**src/rtl/approx_prod_acc_if.sv**
```systemverilog
// rtl/approx_prod_acc_if.sv - product stream in / frame sum out handshake bundle
interface approx_prod_acc_if #(
  parameter int ACC_W = 40,
  parameter int FRM_W = 8
);
  // Product beat stream from the approximate multiplier
  logic                    in_valid;
  logic                    in_ready;
  logic [31:0]             p_i;

  // Registered frame-sum result
  logic                    out_valid;
  logic                    out_ready;
  logic signed [ACC_W-1:0] acc_o;
  logic [FRM_W-1:0]        frame_o;

  // Producer of products and consumer of results
  modport master (
    output in_valid,
    output p_i,
    output out_ready,
    input  in_ready,
    input  out_valid,
    input  acc_o,
    input  frame_o
  );

  // The accumulator itself
  modport slave (
    input  in_valid,
    input  p_i,
    input  out_ready,
    output in_ready,
    output out_valid,
    output acc_o,
    output frame_o
  );
endinterface

```
**src/rtl/approx_prod_acc.sv**
```systemverilog
// rtl/approx_prod_acc.sv - sums LEN ones'-complement products into registered frame results
module approx_prod_acc #(
  parameter int LEN   = 16,
  parameter int ACC_W = 40,
  parameter int FRM_W = 8
) (
  input  logic             clk,
  input  logic             rst_n,
  input  logic             clear,
  approx_prod_acc_if.slave bus
);

  localparam int CNT_W = (LEN > 2) ? $clog2(LEN) : 1;
  localparam logic [CNT_W-1:0] CNT_LAST = CNT_W'(LEN - 1);
  localparam logic [CNT_W-1:0] CNT_ONE  = CNT_W'(1);
  localparam logic [FRM_W-1:0] FRM_ONE  = FRM_W'(1);

  // Running partial sum and beat position within the current frame
  logic signed [ACC_W-1:0] acc_q, acc_d;
  logic [CNT_W-1:0]        cnt_q, cnt_d;
  logic [FRM_W-1:0]        frm_q, frm_d;

  // Result register presented downstream
  logic signed [ACC_W-1:0] res_q, res_d;
  logic [FRM_W-1:0]        res_frm_q, res_frm_d;
  logic                    valid_q, valid_d;

  logic                    final_beat;
  logic                    stall;
  logic                    ready;
  logic                    accept;
  logic                    consume;
  logic signed [ACC_W-1:0] term;
  logic signed [ACC_W-1:0] sum;

  // A negative product arrives as ~x; sign-extending and adding its MSB
  // yields -x, while an all-zero product stays zero.
  assign term = $signed({{(ACC_W-32){bus.p_i[31]}}, bus.p_i})
              + $signed({{(ACC_W-1){1'b0}}, bus.p_i[31]});
  assign sum  = acc_q + term;

  // Only the closing beat of a frame can be blocked, and only while the
  // previous result is still sitting unconsumed in the result register.
  assign final_beat = (cnt_q == CNT_LAST);
  assign stall      = final_beat & valid_q & ~bus.out_ready;
  assign ready      = ~clear & ~stall;
  assign accept     = bus.in_valid & ready;
  assign consume    = valid_q & bus.out_ready;

  assign bus.in_ready  = ready;
  assign bus.out_valid = valid_q;
  assign bus.acc_o     = res_q;
  assign bus.frame_o   = res_frm_q;

  // Accumulate accepted beats; the closing beat hands the sum to the result register
  always_comb begin
    acc_d = acc_q;
    cnt_d = cnt_q;
    frm_d = frm_q;
    if (clear) begin
      acc_d = '0;
      cnt_d = '0;
    end else if (accept) begin
      if (final_beat) begin
        acc_d = '0;
        cnt_d = '0;
        frm_d = frm_q + FRM_ONE;
      end else begin
        acc_d = sum;
        cnt_d = cnt_q + CNT_ONE;
      end
    end
  end

  // Result register: a new load wins over a same-cycle consume, so there is no bubble
  always_comb begin
    res_d     = res_q;
    res_frm_d = res_frm_q;
    valid_d   = valid_q;
    if (consume) begin
      valid_d = 1'b0;
    end
    if (accept && final_beat) begin
      res_d     = sum;
      res_frm_d = frm_q;
      valid_d   = 1'b1;
    end
  end

  // State registers with asynchronous reset discarding partial and pending work
  always_ff @(posedge clk or negedge rst_n) begin
    if (!rst_n) begin
      acc_q     <= '0;
      cnt_q     <= '0;
      frm_q     <= '0;
      res_q     <= '0;
      res_frm_q <= '0;
      valid_q   <= 1'b0;
    end else begin
      acc_q     <= acc_d;
      cnt_q     <= cnt_d;
      frm_q     <= frm_d;
      res_q     <= res_d;
      res_frm_q <= res_frm_d;
      valid_q   <= valid_d;
    end
  end

endmodule
```
**src/flat_wrapper.sv**
```systemverilog
// flat-port wrapper written by rule: the top's interface ports become plain ports
module approx_prod_acc_flat 
#(
  parameter int LEN   = 16,
  parameter int ACC_W = 40,
  parameter int FRM_W = 8
)
  (clk, rst_n, clear, bus_in_valid, bus_p_i, bus_out_ready, bus_in_ready, bus_out_valid, bus_acc_o, bus_frame_o);
  approx_prod_acc_if #(.ACC_W(ACC_W), .FRM_W(FRM_W)) bus_i ();
  input  logic clk;
  input  logic rst_n;
  input  logic clear;
  input wire logic [$bits(bus_i.in_valid)-1:0] bus_in_valid;
  input wire logic [$bits(bus_i.p_i)-1:0] bus_p_i;
  input wire logic [$bits(bus_i.out_ready)-1:0] bus_out_ready;
  output wire logic [$bits(bus_i.in_ready)-1:0] bus_in_ready;
  output wire logic [$bits(bus_i.out_valid)-1:0] bus_out_valid;
  output wire logic [$bits(bus_i.acc_o)-1:0] bus_acc_o;
  output wire logic [$bits(bus_i.frame_o)-1:0] bus_frame_o;
  assign bus_i.in_valid = bus_in_valid;
  assign bus_i.p_i = bus_p_i;
  assign bus_i.out_ready = bus_out_ready;
  assign bus_in_ready = bus_i.in_ready;
  assign bus_out_valid = bus_i.out_valid;
  assign bus_acc_o = bus_i.acc_o;
  assign bus_frame_o = bus_i.frame_o;
  approx_prod_acc #(.LEN(LEN), .ACC_W(ACC_W), .FRM_W(FRM_W)) u_core (.clk(clk), .rst_n(rst_n), .clear(clear), .bus(bus_i));
endmodule
```
**config.mk**
```make
export PLATFORM = sky130hd
export DESIGN_NAME = approx_prod_acc_flat
export DESIGN_NICKNAME = d
export VERILOG_FILES = /design/src/rtl/approx_prod_acc_if.sv /design/src/rtl/approx_prod_acc.sv /design/src/flat_wrapper.sv
export SDC_FILE = /design/constraint.sdc
export NUM_CORES = 1
export LEC_CHECK = 0
export BUFFER_PORTS_ARGS = -buffer_cell sky130_fd_sc_hd__buf_2
export CAP_MARGIN = 20
export CELL_PAD_IN_SITES_DETAIL_PLACEMENT = 1
export CELL_PAD_IN_SITES_GLOBAL_PLACEMENT = 2
export CORE_MARGIN = 4
export CORE_UTILIZATION = 36
export DETAILED_ROUTE_END_ITERATION = 10
export PLACE_DENSITY = 0.86
export REMOVE_ABC_BUFFERS = 1
export SKIP_CTS_REPAIR_TIMING = 1
export SKIP_LAST_GASP = 1
export SLEW_MARGIN = 20
export SYNTH_ARGS = -nofsm -noshare
export SYNTH_HDL_FRONTEND = slang
export SYNTH_SLANG_ARGS = --single-unit
```
**constraint.sdc**
```tcl
create_clock -name clk -period 3.23 [get_ports clk]
set_input_delay 0.646 -clock clk [delete_from_list [all_inputs] [get_ports clk]]
set_output_delay 0.646 -clock clk [all_outputs]
set_load 0.05 [all_outputs]
```
==> impl_metrics.csv <==
group,metric,value,unit
setup_path,reg2reg_to,"u_core.acc_q[36]",
placed_design,place_congestion,0.833,
timing,fin_crit,4120,ps
die,start_util,36.9,%
global_routing,grt.total_usage,21.1,%
yosys,synth-simple-area-share,19.8,%
die,rows,49,
detailed_routing,wire_per_inst,23.6,µm
global_routing,grt_pass1_wl,35.1,mm
detailed_routing,num_vias,7265,
placed_design,place_area,8780,µm²
global_routing,antenna_found_initial,1,
timing,slew_violations,0,
yosys,yosys_register_bits,101,
global_routing,grt_max_degree,59,
yosys,synth_cell_types,63,
detailed_routing,wl,30.3,mm
cts,clockRootBuffer,"clkbuf_16",
cts,cts_tree,"yes",
power,p_leak,5.43,nW
power,powerDensity,585,nW/µm²
power,peakVddDrop,0.342,mV
die,io_pins,87,
yosys,syn_inst,751,
timing,rsz0062_at_grt,"yes",
die,die_w,144,µm
setup_path,reg2reg_slack,-10,ps
run_status,status,"complete, but fails checks",
detailed_routing,vias_per_cell,5.64,
yosys,synth_fa_ha_area_share,9.68,%
timing,worst_slack,-892,ps
layout,fin_util,58.8,%
timing,fin_skew,12.1,ps
die,die_y,144,µm
layout,postLayoutCellArea,10600,µm²
die,core,18100,µm²
setup_path,crit_path_max_incr_delay,450,ps
die,die_area,20800,µm²
setup_path,crit_slowest_cell,"a311oi_2",
layout,drive_above_1_share,48.3,%
setup_path,critical_path_arrival,4390,ps
min_path,hold_class,"in -> async",
timing,tightest_slew,623,ps
global_routing,gr-total-overflow,0,
placed_design,port_buffers,86,
yosys,synthMuxAreaShare,0.657,%
layout,fillers,1999,
cts,cts_made_buffers,9,
yosys,synthesis.area,6670,µm²
timing,final_hold_viol_count,0,
setup_path,critical_path.max_fanout,7,
timing,finalCritPeriodShare,128,%
setup_path,path_cells,"buf_6 > and4_4 > and3_4 > nand3_4 > nor4_4 > buf_4 > nand3_4 > nor2_2 > xor2_1 > ha_4 > buf_4 > a21o_1 > nor3_2 > o21ai_2 > a311oi_2 > o21ai_1 > xor2_1 > mux2_4",
detailed_routing,drt-initial-drc-count,443,
setup_path,r2r-start,"u_core.acc_q[0]",
detailed_routing,dr.pass1.iters,6,
layout,fin_nets,1140,
yosys,async_reset_ff_share,100,%
cts,clk_pin_slew,80,ps
setup_path,rr_worst_depth,12,
yosys,synth-compound-area-share,19.6,%
yosys,ys.flop_type,"dfrtp_1",
timing,relSlewSlack,58.5,%
yosys,avgSynthCellArea,8.88,µm²
global_routing,grt_pass1_vias,6939,
cts,clock-sinks,101,
cts,clk_path_buf_depth,2,
yosys,yosysSeqAreaShare,37.9,%
placed_design,dp_hpwl,16.3,mm
cts,clk_latency,370,ps
timing,setup_viol,51,
timing,fmax,0.243,GHz
timing,finalSetupTns,-20420,ps
detailed_routing,remaining_drc_errors,0,
yosys,yosysWarnings,0,
cts,htreeDepth,3,
layout,syn_to_final_growth,59.6,%
setup_path,crit_type,"in -> reg",
run,maxCapViolations,0,
yosys,synth-edff-count,0,
setup_path,required,3490,ps
detailed_routing,ant_nets,0,
run_status,violations,"negative setup slack",
yosys,synth_top_family_by_area,"simple AND/OR/NAND/NOR gates",
setup_path,worstSetupStartpointType,"input port",
yosys,synth_xor_area_share,9.70,%
setup_path,endpoint_kind,"flop",
-- Yosys cell counts, types with 4 or more instances --
library cell | n | area, µm²
buf_2 | 7 | 35.0
nand4_1 | 17 | 106
clkbuf_1 | 21 | 78.8
and3_1 | 8 | 50.1
o21a_1 | 6 | 45.0
nor3_1 | 6 | 30.0
xor2_1 | 24 | 210
xnor2_1 | 48 | 420
nand2_1 | 180 | 676
or3_1 | 4 | 25.0
a21o_1 | 25 | 188
inv_1 | 13 | 48.8
o21ai_1 | 8 | 40.0
a31oi_1 | 5 | 31.3
a21oi_1 | 43 | 215
o21bai_1 | 4 | 30.0
a22o_1 | 35 | 307
o21ai_0 | 25 | 125
nand3_1 | 24 | 120
ha_1 | 50 | 626
nor2_1 | 32 | 120
dfrtp_1 | 101 | 2530
-- worst max-delay path, delay by kind of cell --
kind | cells | cell delay [ps]
AOI/OAI and AO/OA | 4 | 990
xor gates and xnor gates | 2 | 490
adders and majority gates | 1 | 290
buffers and inverters | 3 | 410
muxes | 1 | 260
and+or+nand+nor | 7 | 1280
-- placed cells by master (no fill, tap or decap), types with 4 or more instances in the layout --
cell type | synthesis | layout
nand4_1 | 17 | 17
buf_2 | 7 | 76
nand2_2 | 0 | 12
o21ai_1 | 8 | 15
buf_6 | 0 | 31
o21ai_0 | 25 | 9
nor2_1 | 32 | 22
nand2_4 | 0 | 4
nor2_4 | 0 | 6
nand3_4 | 2 | 6
o21bai_1 | 4 | 4
buf_4 | 1 | 209
o21ai_2 | 0 | 8
a21oi_1 | 43 | 25
xor2_1 | 24 | 18
a21o_1 | 25 | 25
nor2_2 | 0 | 4
o21a_1 | 6 | 4
a22o_1 | 35 | 35
ha_4 | 0 | 21
nor3_2 | 0 | 5
dfrtp_1 | 101 | 101
inv_1 | 13 | 10
ha_1 | 50 | 24
nand2_1 | 180 | 164
xnor2_2 | 1 | 20
nand3_1 | 24 | 14
xor2_2 | 0 | 4
nand3_2 | 0 | 6
a21oi_2 | 3 | 18
xnor2_1 | 48 | 26
ha_2 | 0 | 5
and3_1 | 8 | 5
clkbuf_16 | 0 | 9
-- how the worst max path moves through the flow --
stage,startpoint,end
finish,bus_p_i[12],u_core.bus.acc_o[35]
global route,bus_p_i[11],u_core.bus.acc_o[35]
global placement,bus_p_i[9],u_core.bus.acc_o[36]
CTS,bus_p_i[9],u_core.acc_q[38]
detailed placement,bus_p_i[9],u_core.acc_q[38]
floorplan,bus_p_i[9],u_core.acc_q[39]
-- state kept, by name, summed over array words and instances, names as in the netlist --
name	flops
u_core.acc_q	40
u_core.bus.acc_o	40
u_core.bus.frame_o	8
u_core.bus.out_valid	1
u_core.cnt_q	4
u_core.frm_q	8
-- through the flow --
step	setup WS [ps]	total power, mW	hold slack, ps	std cells
global placement	-1150	3.91	452	1235
finish	-892	6.23	271	1287
floorplan	-758	2.82	350	721
global route	-1030	6.51	326	1287
CTS	-863	5.17	302	1251
detailed placement	-1210	3.97	457	1235
-- logic make-up after synthesis --
logic type	Yosys count
flops	101
fa+ha+maj	51
compound gates	186
simple gates	293
buf+inv	43
mux	4
xor+xnor	73
-- metal layers --
metal  vias to the layer above  wire [µm]  track usage (%)
met3                        97       1290             3.27
met4                         0       1400             4.41
met2                       236      15300             37.3
li1                       3240          -                -
met1                      3692      12400             27.5
met5                         -          0                0
-- cell type report --
type	instances	area, µm²	share of cell area [%]
Timing Repair Buffer	320	2360	22.2
Antenna cell	1	2.50	0.0235
Inverter	13	48.8	0.459
Tap cell	229	287	2.69
Multi-Input combinational cell	607	5100	48.0
Sequential cell	101	2530	23.8
Clock buffer	10	239	2.25
Clock inverter	6	68.8	0.647
-- where the power goes --
group / switching (mW) / leakage (nW) / internal (mW)
logic: 1.81 / 3.90 / 1.70
clock network: 0.548 / 0.149 / 0.629
registers: 0.150 / 1.38 / 1.39
total: 2.51 / 5.43 / 3.72
No activity file was read; power rests on OpenSTA's default activity.
